<file path="config.mk">
export PLATFORM = sky130hd
export DESIGN_NAME = mem_access_unit_flat
export DESIGN_NICKNAME = d
export VERILOG_FILES = /design/src/rtl/mem_access_pkg.sv /design/src/rtl/mem_access_unit_if.sv /design/src/rtl/mau_lane_align.sv /design/src/rtl/mem_access_unit.sv /design/src/flat_wrapper.sv
export SDC_FILE = /design/constraint.sdc
export NUM_CORES = 1
export LEC_CHECK = 0
export CORE_AREA = 2 2 135 124
export CTS_CLUSTER_SIZE = 12
export DETAILED_ROUTE_END_ITERATION = 10
export DIE_AREA = 0 0 137 126
export PLACE_DENSITY = 0.87
export REMOVE_ABC_BUFFERS = 1
export SLEW_MARGIN = 20
export SYNTH_ARGS = -nofsm -noshare
export SYNTH_HDL_FRONTEND = slang
export SYNTH_SLANG_ARGS = --single-unit
</file>
<file path="constraint.sdc">
create_clock -name clock -period 2.02 [get_ports clock]
set_input_delay 0.505 -clock clock [delete_from_list [all_inputs] [get_ports clock]]
set_output_delay 0.505 -clock clock [all_outputs]
set_load 0.01 [all_outputs]
</file>
<file path="src/rtl/mem_access_pkg.sv">
// Shared encodings and lane helpers for the data-memory access unit.
package mem_access_pkg;

  localparam logic [1:0] SZ_BYTE = 2'd0;
  localparam logic [1:0] SZ_HALF = 2'd1;
  localparam logic [1:0] SZ_WORD = 2'd2;

  typedef logic [1:0] state_t;

  localparam state_t ST_IDLE  = 2'd0;
  localparam state_t ST_READ  = 2'd1;
  localparam state_t ST_WRITE = 2'd2;
  localparam state_t ST_RESP  = 2'd3;

  // Byte lanes touched by an access; size 3 behaves as a word.
  function automatic logic [3:0] lane_mask(input logic [1:0] size, input logic [1:0] a_lo);
    logic [3:0] m;
    case (size)
      SZ_BYTE: m = 4'b0001 << a_lo;
      SZ_HALF: m = a_lo[1] ? 4'b1100 : 4'b0011;
      default: m = 4'b1111;
    endcase
    return m;
  endfunction

  function automatic logic misaligned(input logic [1:0] size, input logic [1:0] a_lo);
    logic bad;
    if (size == SZ_HALF)  bad = a_lo[0];
    else if (size[1])     bad = (a_lo != 2'b00);
    else                  bad = 1'b0;
    return bad;
  endfunction

endpackage

</file>
<file path="src/rtl/mem_access_unit_if.sv">
// CPU request/response bus and word-wide Memory port of the access unit.
interface mau_req_if #(parameter int ADDR_W = 32);
  logic              req_valid;
  logic              req_ready;
  logic [ADDR_W-1:0] req_addr;
  logic              req_we;
  logic [1:0]        req_size;
  logic              req_signed;
  logic [31:0]       req_wdata;
  logic              resp_valid;
  logic [31:0]       resp_rdata;
  logic              resp_err;

  modport master (output req_valid, req_addr, req_we, req_size, req_signed, req_wdata,
                  input  req_ready, resp_valid, resp_rdata, resp_err);
  modport slave  (input  req_valid, req_addr, req_we, req_size, req_signed, req_wdata,
                  output req_ready, resp_valid, resp_rdata, resp_err);
endinterface

interface mau_mem_if #(parameter int ADDR_W = 32);
  logic [ADDR_W-1:0] mem_a;
  logic [31:0]       mem_d;
  logic              mem_we;
  logic [31:0]       mem_wd;

  modport master (output mem_a, mem_we, mem_wd, input mem_d);
  modport slave  (input  mem_a, mem_we, mem_wd, output mem_d);
endinterface

</file>
<file path="src/rtl/mau_lane_align.sv">
// Load lane extract with sign/zero extension, and store lane merge into a read word.
module mau_lane_align
  import mem_access_pkg::*;
(
  input  logic [31:0] rd_word,
  input  logic [31:0] wr_data,
  input  logic [1:0]  size,
  input  logic [1:0]  a_lo,
  input  logic        sign_ext,
  output logic [31:0] load_data,
  output logic [31:0] store_word
);

  logic [7:0]  byte_sel;
  logic [15:0] half_sel;
  logic [31:0] wr_rep;
  logic [3:0]  mask;

  always_comb begin
    case (a_lo)
      2'd0:    byte_sel = rd_word[7:0];
      2'd1:    byte_sel = rd_word[15:8];
      2'd2:    byte_sel = rd_word[23:16];
      default: byte_sel = rd_word[31:24];
    endcase
    half_sel = a_lo[1] ? rd_word[31:16] : rd_word[15:0];

    // Store data is replicated to every lane; the mask picks which lanes land.
    case (size)
      SZ_BYTE: begin
        load_data = {{24{sign_ext & byte_sel[7]}}, byte_sel};
        wr_rep    = {4{wr_data[7:0]}};
      end
      SZ_HALF: begin
        load_data = {{16{sign_ext & half_sel[15]}}, half_sel};
        wr_rep    = {2{wr_data[15:0]}};
      end
      default: begin
        load_data = rd_word;
        wr_rep    = wr_data;
      end
    endcase

    mask       = lane_mask(size, a_lo);
    store_word = rd_word;
    for (int k = 0; k < 4; k++) begin
      if (mask[k]) store_word[8*k +: 8] = wr_rep[8*k +: 8];
    end
  end

endmodule

</file>
<file path="src/rtl/mem_access_unit.sv">
// Turns byte/half/word load-store requests into word accesses; sub-word stores use read-modify-write.
module mem_access_unit
  import mem_access_pkg::*;
#(
  parameter int ADDR_W      = 32,
  parameter bit ALIGN_CHECK = 1'b1
) (
  input  logic     clock,
  input  logic     reset_n,
  mau_req_if.slave req,
  mau_mem_if.master mem
);

  state_t            state_q, state_d;
  logic              we_q, we_d;
  logic [1:0]        size_q, size_d;
  logic              sign_q, sign_d;
  logic [1:0]        a_lo_q, a_lo_d;
  logic [31:0]       wdata_q, wdata_d;
  logic [ADDR_W-1:0] mem_a_q, mem_a_d;
  logic              mem_we_q, mem_we_d;
  logic [31:0]       mem_wd_q, mem_wd_d;
  logic              resp_valid_q, resp_valid_d;
  logic [31:0]       resp_rdata_q, resp_rdata_d;
  logic              resp_err_q, resp_err_d;

  logic [31:0] load_data;
  logic [31:0] store_word;

  mau_lane_align u_align (
    .rd_word    (mem.mem_d),
    .wr_data    (wdata_q),
    .size       (size_q),
    .a_lo       (a_lo_q),
    .sign_ext   (sign_q),
    .load_data  (load_data),
    .store_word (store_word)
  );

  always_comb begin
    state_d      = state_q;
    we_d         = we_q;
    size_d       = size_q;
    sign_d       = sign_q;
    a_lo_d       = a_lo_q;
    wdata_d      = wdata_q;
    mem_a_d      = mem_a_q;
    mem_we_d     = 1'b0;
    mem_wd_d     = mem_wd_q;
    resp_valid_d = 1'b0;
    resp_rdata_d = resp_rdata_q;
    resp_err_d   = resp_err_q;

    case (state_q)
      ST_IDLE: begin
        if (req.req_valid) begin
          we_d    = req.req_we;
          size_d  = req.req_size;
          sign_d  = req.req_signed;
          a_lo_d  = req.req_addr[1:0];
          wdata_d = req.req_wdata;
          if (ALIGN_CHECK && misaligned(req.req_size, req.req_addr[1:0])) begin
            state_d      = ST_RESP;
            resp_valid_d = 1'b1;
            resp_rdata_d = 32'h0;
            resp_err_d   = 1'b1;
          end else begin
            mem_a_d = {2'b00, req.req_addr[ADDR_W-1:2]};
            if (req.req_we && req.req_size[1]) begin
              state_d  = ST_WRITE;
              mem_wd_d = req.req_wdata;
              mem_we_d = 1'b1;
            end else begin
              state_d = ST_READ;
            end
          end
        end
      end
      ST_READ: begin
        if (we_q) begin
          state_d  = ST_WRITE;
          mem_wd_d = store_word;
          mem_we_d = 1'b1;
        end else begin
          state_d      = ST_RESP;
          resp_valid_d = 1'b1;
          resp_rdata_d = load_data;
          resp_err_d   = 1'b0;
        end
      end
      ST_WRITE: begin
        state_d      = ST_RESP;
        resp_valid_d = 1'b1;
        resp_rdata_d = 32'h0;
        resp_err_d   = 1'b0;
      end
      default: state_d = ST_IDLE;
    endcase
  end

  always_ff @(posedge clock or negedge reset_n) begin
    if (!reset_n) begin
      state_q      <= ST_IDLE;
      we_q         <= 1'b0;
      size_q       <= SZ_BYTE;
      sign_q       <= 1'b0;
      a_lo_q       <= 2'b00;
      wdata_q      <= 32'h0;
      mem_a_q      <= '0;
      mem_we_q     <= 1'b0;
      mem_wd_q     <= 32'h0;
      resp_valid_q <= 1'b0;
      resp_rdata_q <= 32'h0;
      resp_err_q   <= 1'b0;
    end else begin
      state_q      <= state_d;
      we_q         <= we_d;
      size_q       <= size_d;
      sign_q       <= sign_d;
      a_lo_q       <= a_lo_d;
      wdata_q      <= wdata_d;
      mem_a_q      <= mem_a_d;
      mem_we_q     <= mem_we_d;
      mem_wd_q     <= mem_wd_d;
      resp_valid_q <= resp_valid_d;
      resp_rdata_q <= resp_rdata_d;
      resp_err_q   <= resp_err_d;
    end
  end

  assign req.req_ready  = (state_q == ST_IDLE);
  assign req.resp_valid = resp_valid_q;
  assign req.resp_rdata = resp_rdata_q;
  assign req.resp_err   = resp_err_q;
  assign mem.mem_a      = mem_a_q;
  assign mem.mem_we     = mem_we_q;
  assign mem.mem_wd     = mem_wd_q;

endmodule
</file>
<file path="src/flat_wrapper.sv">
// flat-port wrapper written by rule: the top's interface ports become plain ports
module mem_access_unit_flat import mem_access_pkg::*;
#(
  parameter int ADDR_W      = 32,
  parameter bit ALIGN_CHECK = 1'b1
)
  (clock, reset_n, req_req_valid, req_req_addr, req_req_we, req_req_size, req_req_signed, req_req_wdata, req_req_ready, req_resp_valid, req_resp_rdata, req_resp_err, mem_mem_a, mem_mem_we, mem_mem_wd, mem_mem_d);
  mau_req_if #(.ADDR_W(ADDR_W)) req_i ();
  mau_mem_if #(.ADDR_W(ADDR_W)) mem_i ();
  input  logic clock;
  input  logic reset_n;
  input wire logic [$bits(req_i.req_valid)-1:0] req_req_valid;
  input wire logic [$bits(req_i.req_addr)-1:0] req_req_addr;
  input wire logic [$bits(req_i.req_we)-1:0] req_req_we;
  input wire logic [$bits(req_i.req_size)-1:0] req_req_size;
  input wire logic [$bits(req_i.req_signed)-1:0] req_req_signed;
  input wire logic [$bits(req_i.req_wdata)-1:0] req_req_wdata;
  output wire logic [$bits(req_i.req_ready)-1:0] req_req_ready;
  output wire logic [$bits(req_i.resp_valid)-1:0] req_resp_valid;
  output wire logic [$bits(req_i.resp_rdata)-1:0] req_resp_rdata;
  output wire logic [$bits(req_i.resp_err)-1:0] req_resp_err;
  output wire logic [$bits(mem_i.mem_a)-1:0] mem_mem_a;
  output wire logic [$bits(mem_i.mem_we)-1:0] mem_mem_we;
  output wire logic [$bits(mem_i.mem_wd)-1:0] mem_mem_wd;
  input wire logic [$bits(mem_i.mem_d)-1:0] mem_mem_d;
  assign req_i.req_valid = req_req_valid;
  assign req_i.req_addr = req_req_addr;
  assign req_i.req_we = req_req_we;
  assign req_i.req_size = req_req_size;
  assign req_i.req_signed = req_req_signed;
  assign req_i.req_wdata = req_req_wdata;
  assign req_req_ready = req_i.req_ready;
  assign req_resp_valid = req_i.resp_valid;
  assign req_resp_rdata = req_i.resp_rdata;
  assign req_resp_err = req_i.resp_err;
  assign mem_mem_a = mem_i.mem_a;
  assign mem_mem_we = mem_i.mem_we;
  assign mem_mem_wd = mem_i.mem_wd;
  assign mem_i.mem_d = mem_mem_d;
  mem_access_unit #(.ADDR_W(ADDR_W), .ALIGN_CHECK(ALIGN_CHECK)) u_core (.clock(clock), .reset_n(reset_n), .req(req_i), .mem(mem_i));
endmodule
</file>
# After elaboration in Yosys (flattened, before gate mapping)
# Cells that the tools add are included.
totals:
  regBits: 137
  input_bits: 103
  mem_bits_rw: 0
  output_inout_bits: 100
  wordCells: 80
  memories: 0
  latch_bits: 0
  mem_bits_ro: 0
op_classes:
  n_reduce_logical: 11
  eq_ne: 12
  muxes: 41
  div: 0
  n_shift: 1
  n_mul: 0
  n_bitwise: 3
  addsub: 0
  magnitude_cmp: 0
ops:
  columns: ["op", "count"]
  rows:
  - ["$mux W32", 7]
  - ["$pmux W32 S2", 3]
  - ["$pmux W32 S3", 1]
  - ["$mux W8", 4]
  - ["$pmux W8 S3", 1]
  - ["$mux W16", 1]
  - ["$mux W1", 15]
  - ["$eq A2 B1 Y1 const B", 4]
  - ["$pmux W4 S2", 1]
  - ["$logic_not A2 Y1", 3]
  - ["$mux W2", 3]
  - ["$ne A2 B1 Y1 const B", 3]
  - ["$ne A2 B2 Y1 const B", 3]
  - ["$pmux W1 S3", 2]
  - ["$pmux W2 S3", 1]
  - ["$reduce_and A5 Y1", 1]
  - ["$eq A2 B2 Y1 const B", 2]
  - ["$mux W4", 1]
  - ["$reduce_and A4 Y1", 1]
  - ["$reduce_bool A2 Y1", 2]
  - ["$shl A1 B2 Y4 const A", 1]
  - ["$reduce_and A3 Y1", 1]
  - ["$reduce_bool A3 Y1", 1]
  - ["$and A1 B1 Y1", 2]
  - ["4 further kinds", 4]

# Logic depth before layout (Yosys ltp)
logic_depth:
  word_depth: 8
  depth_mapped: 10

# Modules after synthesis
# Synthesis repeated with hierarchy kept, for this count alone.
unflattened:
  hier_cells: 627
  area_unflattened_um2: 7492.2
modules_own_cells:
  columns: ["mod", "cells_each", "n_inst", "area_each_um2", "seq_area_each_um2"]
  rows:
  - ["mem_access_unit", 428, 1, 5911.9, 3428.3]
  - ["mau_lane_align", 199, 1, 1580.3, 0.0]

# Worst setup path after synthesis
# No wires, ideal clock.
synth_timing:
  kind: "register -> register"
  start: "reg u_core.state_q[0]"
  end: "reg u_core.resp_rdata_q[22] (netlist: u_core.req.resp_rdata[22])"
  stages_incl_launch_ff: 11
  synth_period_minus_slack_ns: 2.161
  t_required_ns: 1.894
  slack_ns: -0.141
  arrival_ns: 2.035
  cell_sequence: "dfrtp_1 > inv_1 > ha_1 > and2b_1 > nor2_1 > and3_1 > buf_2 > and4bb_1 > buf_2 > buf_4 > a221o_1"
synth_between:
  elab_chain_cells: 3
  elab_cells_between_ends: 9
  classes_between: "eq/ne: 5; mux: 1; reduce/logical: 3"
synth_rtl:
  columns: ["item", "line_no", "source"]
  rows:
  - ["start: declaration", "mem_access_unit.sv:14", "state_t state_q, state_d;"]
  - ["start signal: assignment", "mem_access_unit.sv:116", "state_q <= state_d;"]
  - ["$logic_not A2 Y1 (*)", null, null]
  - ["named net req_req_ready", "flat_wrapper.sv:18", "output wire logic [$bits(req_i.req_ready)-1:0] req_req_ready;"]
  - ["$ne A2 B1 Y1 (no line), or another cell as far along", null, null]
  - ["$reduce_and A4 Y1 (no line)", null, null]
  - ["end signal: assignment", "mem_access_unit.sv:126", "resp_rdata_q <= resp_rdata_d;"]
  - ["end: declaration", "mem_access_unit.sv:24", "logic [31:0] resp_rdata_q, resp_rdata_d;"]
# The timed path passes the listed nets; every way through them passes the cells marked *.
# A chain may end at the register's enable or synchronous reset.

# Final worst setup path
layout_timing:
  start: "in req_req_we"
  end: "reg u_core.mem_wd_q[31] (netlist: u_core.mem.mem_wd[31])"
layout_between:
  elab_chain_cells: 3
layout_rtl:
  columns: ["item", "line_no", "source"]
  rows:
  - ["start: declaration", "flat_wrapper.sv:14", "input wire logic [$bits(req_i.req_we)-1:0] req_req_we;"]
  - ["$logic_and A1 B1 Y1", "mem_access_unit.sv:69", "if (req.req_we && req.req_size[1]) begin"]
  - ["$ne A2 B1 Y1 (no line)", null, null]
  - ["$reduce_and A5 Y1 (no line)", null, null]
  - ["end signal: assignment", "mem_access_unit.sv:124", "mem_wd_q <= mem_wd_d;"]
  - ["end: declaration", "mem_access_unit.sv:22", "logic [31:0] mem_wd_q, mem_wd_d;"]
# No other way between the ends.

==> results.tsv <==
metric	value	unit
final non-filler cell total	1053	
1st-pass router iterations	5	
period utilisation layout	0.9645	
xor and xnor area share after synthesis	0	
DP Area	9268	µm²
leakage	4.314	nW
Max VDD drop	1002	µV
CTS tree	yes	
CP Capture Type	flop	
fraction of layout cells with a size suffix above 1	0.2293	
initial DRC count	400	
first-pass GRT wire length	32140	µm
DR vias/cell	5.525	
endpoints failing setup	0	
Synth cell types	44	
main combinational cell family by area after synthesis	multiplexers	
GRT Total Usage	0.2464	
Final Max Tran Viols	0	
Starting Density	0.4208	
final instance area	9963	µm²
vias in the first global route	5850	
post-synthesis cell area	6671	µm²
Synth Area in Compound Gates	0.1583	
Post-route DRC	0	
multiplexer share of the synthesized area	0.1724	
antenna violations before repair	0	
highest-count cells in the layout ignoring fill and taps	clkdlybuf4s50_1, dfrtp_1, mux2_2	
Critical Path AT	2.29	ns
post-synthesis cell count	603	
Seq/Total Area, Yosys	0.5139	
pin count of the biggest net entering global routing	48	
antenna-violating nets left	0	
Layout Nets	940	
CP Class	primary input to flop	
post-CTS setup buffers	0	
CTS sink cnt	137	
startpoint type of the worst setup path	primary input	
outcome	finished clean	
most common cell after layout, fill and taps aside	clkdlybuf4s50_1	
placed instance count	1021	
Tightest Pin Transition	0.6331	ns
Inserted Clock Buffers	17	
WL final	20610	µm
cts hold-fix bufs	0	
chip height	126	µm
Post-Route Utilization	0.6284	
final HPWL from detailed placement	14660	µm
slew margin rel.	0.5779	
WP data required	2.37	ns
register bit total from synthesis	137	
Clk pin slew, worst setup/hold paths	0.06	ns
syn avg cell area	11.06	µm²
Synth Warn #	0	
setup TNS	0	ns
DIE AREA	17260	µm²
Fill cells	1269	
gpl congestion	0.8728	
area grow syn2layout	49.34	%
max_cap viols	0	
Period minus WS final	1.948	ns
WL/cell	19.57	µm
fmax	513.3	MHz
Ant. Diodes	0	
Port Buf Inserts	200	
CP max FO	8	
GR Overflow Total	0	
Clk Latency, worst-skew pair	0.43	ns
Worst Skew	0.006362	ns
Adder-Cell Fraction of Synth Area	0.007502	
Clock Path Buffers	2	
via count	5818	
CTS root buf	clkbuf_16	
Hold Path Class	primary input to async pin	
die width	137	µm
Final Hold Fails	0	
row count	44	
I/O pins	203	
pwr/cell area	1686	nW/µm²
H-tree depth	4	
Synth Area in Simple Gates	0.1138	
Placeable Area	15860	µm²
[routing by layer]
metal,vias up,global-route usage,part of all wire
met3,44,0.08052,0.092
met4,0,0.1067,0.028
li1,2649,-,-
met5,-,0,0
met2,272,0.3766,0.47
met1,2853,0.3199,0.41
[cell type report]
type / instances / area, µm² / area share
clock buffers: 19 / 452.9 / 0.04546
clock inverters: 13 / 175.2 / 0.01758
inverters: 6 / 22.52 / 0.002260
multi-input cells: 416 / 3085 / 0.3097
flip-flops and latches: 137 / 3430 / 0.3442
well taps: 207 / 259.0 / 0.02600
repair buffers: 255 / 2539 / 0.2548
[cell usage after synthesis (all sizes together)]
| cell | number | area share |
|---|---|---|
| a21oi | 22 | 0.018 |
| a221o | 17 | 0.026 |
| o311a | 8 | 0.012 |
| ha | 4 | 0.0075 |
| o21a | 2 | 0.0022 |
| o21ai | 31 | 0.023 |
| nand3 | 11 | 0.0083 |
| and3 | 2 | 0.0019 |
| a311oi | 7 | 0.0092 |
| and4bb | 1 | 0.0019 |
| and2b | 1 | 0.0011 |
| conb | 1 | 0.00056 |
| a32o | 8 | 0.012 |
| nor3b | 1 | 0.0011 |
| mux2 | 87 | 0.15 |
| buf | 22 | 0.017 |
| nand2 | 70 | 0.039 |
| nor2b | 19 | 0.018 |
| a211o | 1 | 0.0013 |
| o31a | 1 | 0.0013 |
| or2 | 1 | 0.00094 |
| dfrtp | 137 | 0.51 |
| o2bb2ai | 1 | 0.0013 |
| a21o | 10 | 0.011 |
| and4 | 1 | 0.0013 |
| clkbuf | 23 | 0.013 |
| nor2 | 31 | 0.018 |
| nand2b | 20 | 0.019 |
| inv | 6 | 0.0034 |
| o31ai | 1 | 0.0011 |
| and2 | 2 | 0.0019 |
| a31oi | 11 | 0.010 |
| mux2i | 17 | 0.026 |
| a211oi | 9 | 0.010 |
| a222oi | 1 | 0.0015 |
| a22o | 7 | 0.0092 |
| o211ai | 8 | 0.0090 |
| or4 | 1 | 0.0017 |
[state kept, by name, indices dropped and copies added, names as in the netlist]
register               count
u_core.wdata_q            32
u_core.we_q                1
u_core.req.resp_valid      1
u_core.req.resp_err        1
u_core.size_q              2
u_core.mem.mem_wd         32
u_core.a_lo_q              2
u_core.req.resp_rdata     32
u_core.sign_q              1
u_core.state_q             2
u_core.mem.mem_a          30
u_core.mem.mem_we          1
[report_power, final]
part           switching, mW  internal [mW]  total [mW]
clock network           1.21           2.12        3.33
logic                   3.95           4.48        8.43
registers              0.963           4.08        5.04
total                   6.13           10.7        16.8
[per-stage QoR]
stage / hold slack, ns / power, mW / setup slack [ns]
6_report: 0.008497 / 16.80 / 0.07179
3_3_place_gp: 0.4610 / 13.03 / -0.3100
2_1_floorplan: 0.2094 / 9.064 / -1.445
3_5_place_dp: 0.4710 / 13.30 / -0.3846
4_1_cts: 0.03093 / 16.73 / 0.01583
5_1_grt: 0.03972 / 17.78 / -0.04672
[repair_timing]
item,in CTS,in global routing
pin swaps,3,2
endpoints found under the setup margin,4,32
resized for setup,3,14
[critical path, cell delays in order]
cell,delay (ns)
clkdlybuf4s50_1,0.48
nand2_1,0.07
or4_4,0.52
buf_4,0.17
a21oi_2,0.14
buf_4,0.20
a21oi_1,0.06
o21ai_1,0.16
[cell families (layout without fill, tap and decap cells)]
kind of cell               Yosys count  in the layout
muxes                              104            104
AOI/OAI and AO/OA                  145            145
buffers and inverters               51            293
DFF                                137            137
other                                1              2
adders and majority gates            4              4
and+or+nand+nor                    161            161
[path summary, 6_finish.rpt]
kind                                                         end  cells past startpoint                         startpoint  slack, ns
hold reg to reg                u_core.mem.mem_wd[30]$_DFFE_PN0P_                      2  u_core.mem.mem_wd[30]$_DFFE_PN0P_       0.48
setup / recovery               u_core.mem.mem_wd[31]$_DFFE_PN0P_                      8                         req_req_we       0.07
max in group asynchronous  u_core.req.resp_rdata[16]$_DFFE_PN0P_                      2                            reset_n       1.33
min in group clock                  u_core.size_q[1]$_DFFE_PN0P_                      2                    req_req_size[1]       0.42
setup reg to reg           u_core.req.resp_rdata[28]$_DFFE_PN0P_                      9      u_core.state_q[0]$_DFFE_PN0N_       0.09
hold / removal                 u_core.mem.mem_wd[28]$_DFFE_PN0P_                      1                            reset_n      0.008
Power figures use the tool's default switching activity.
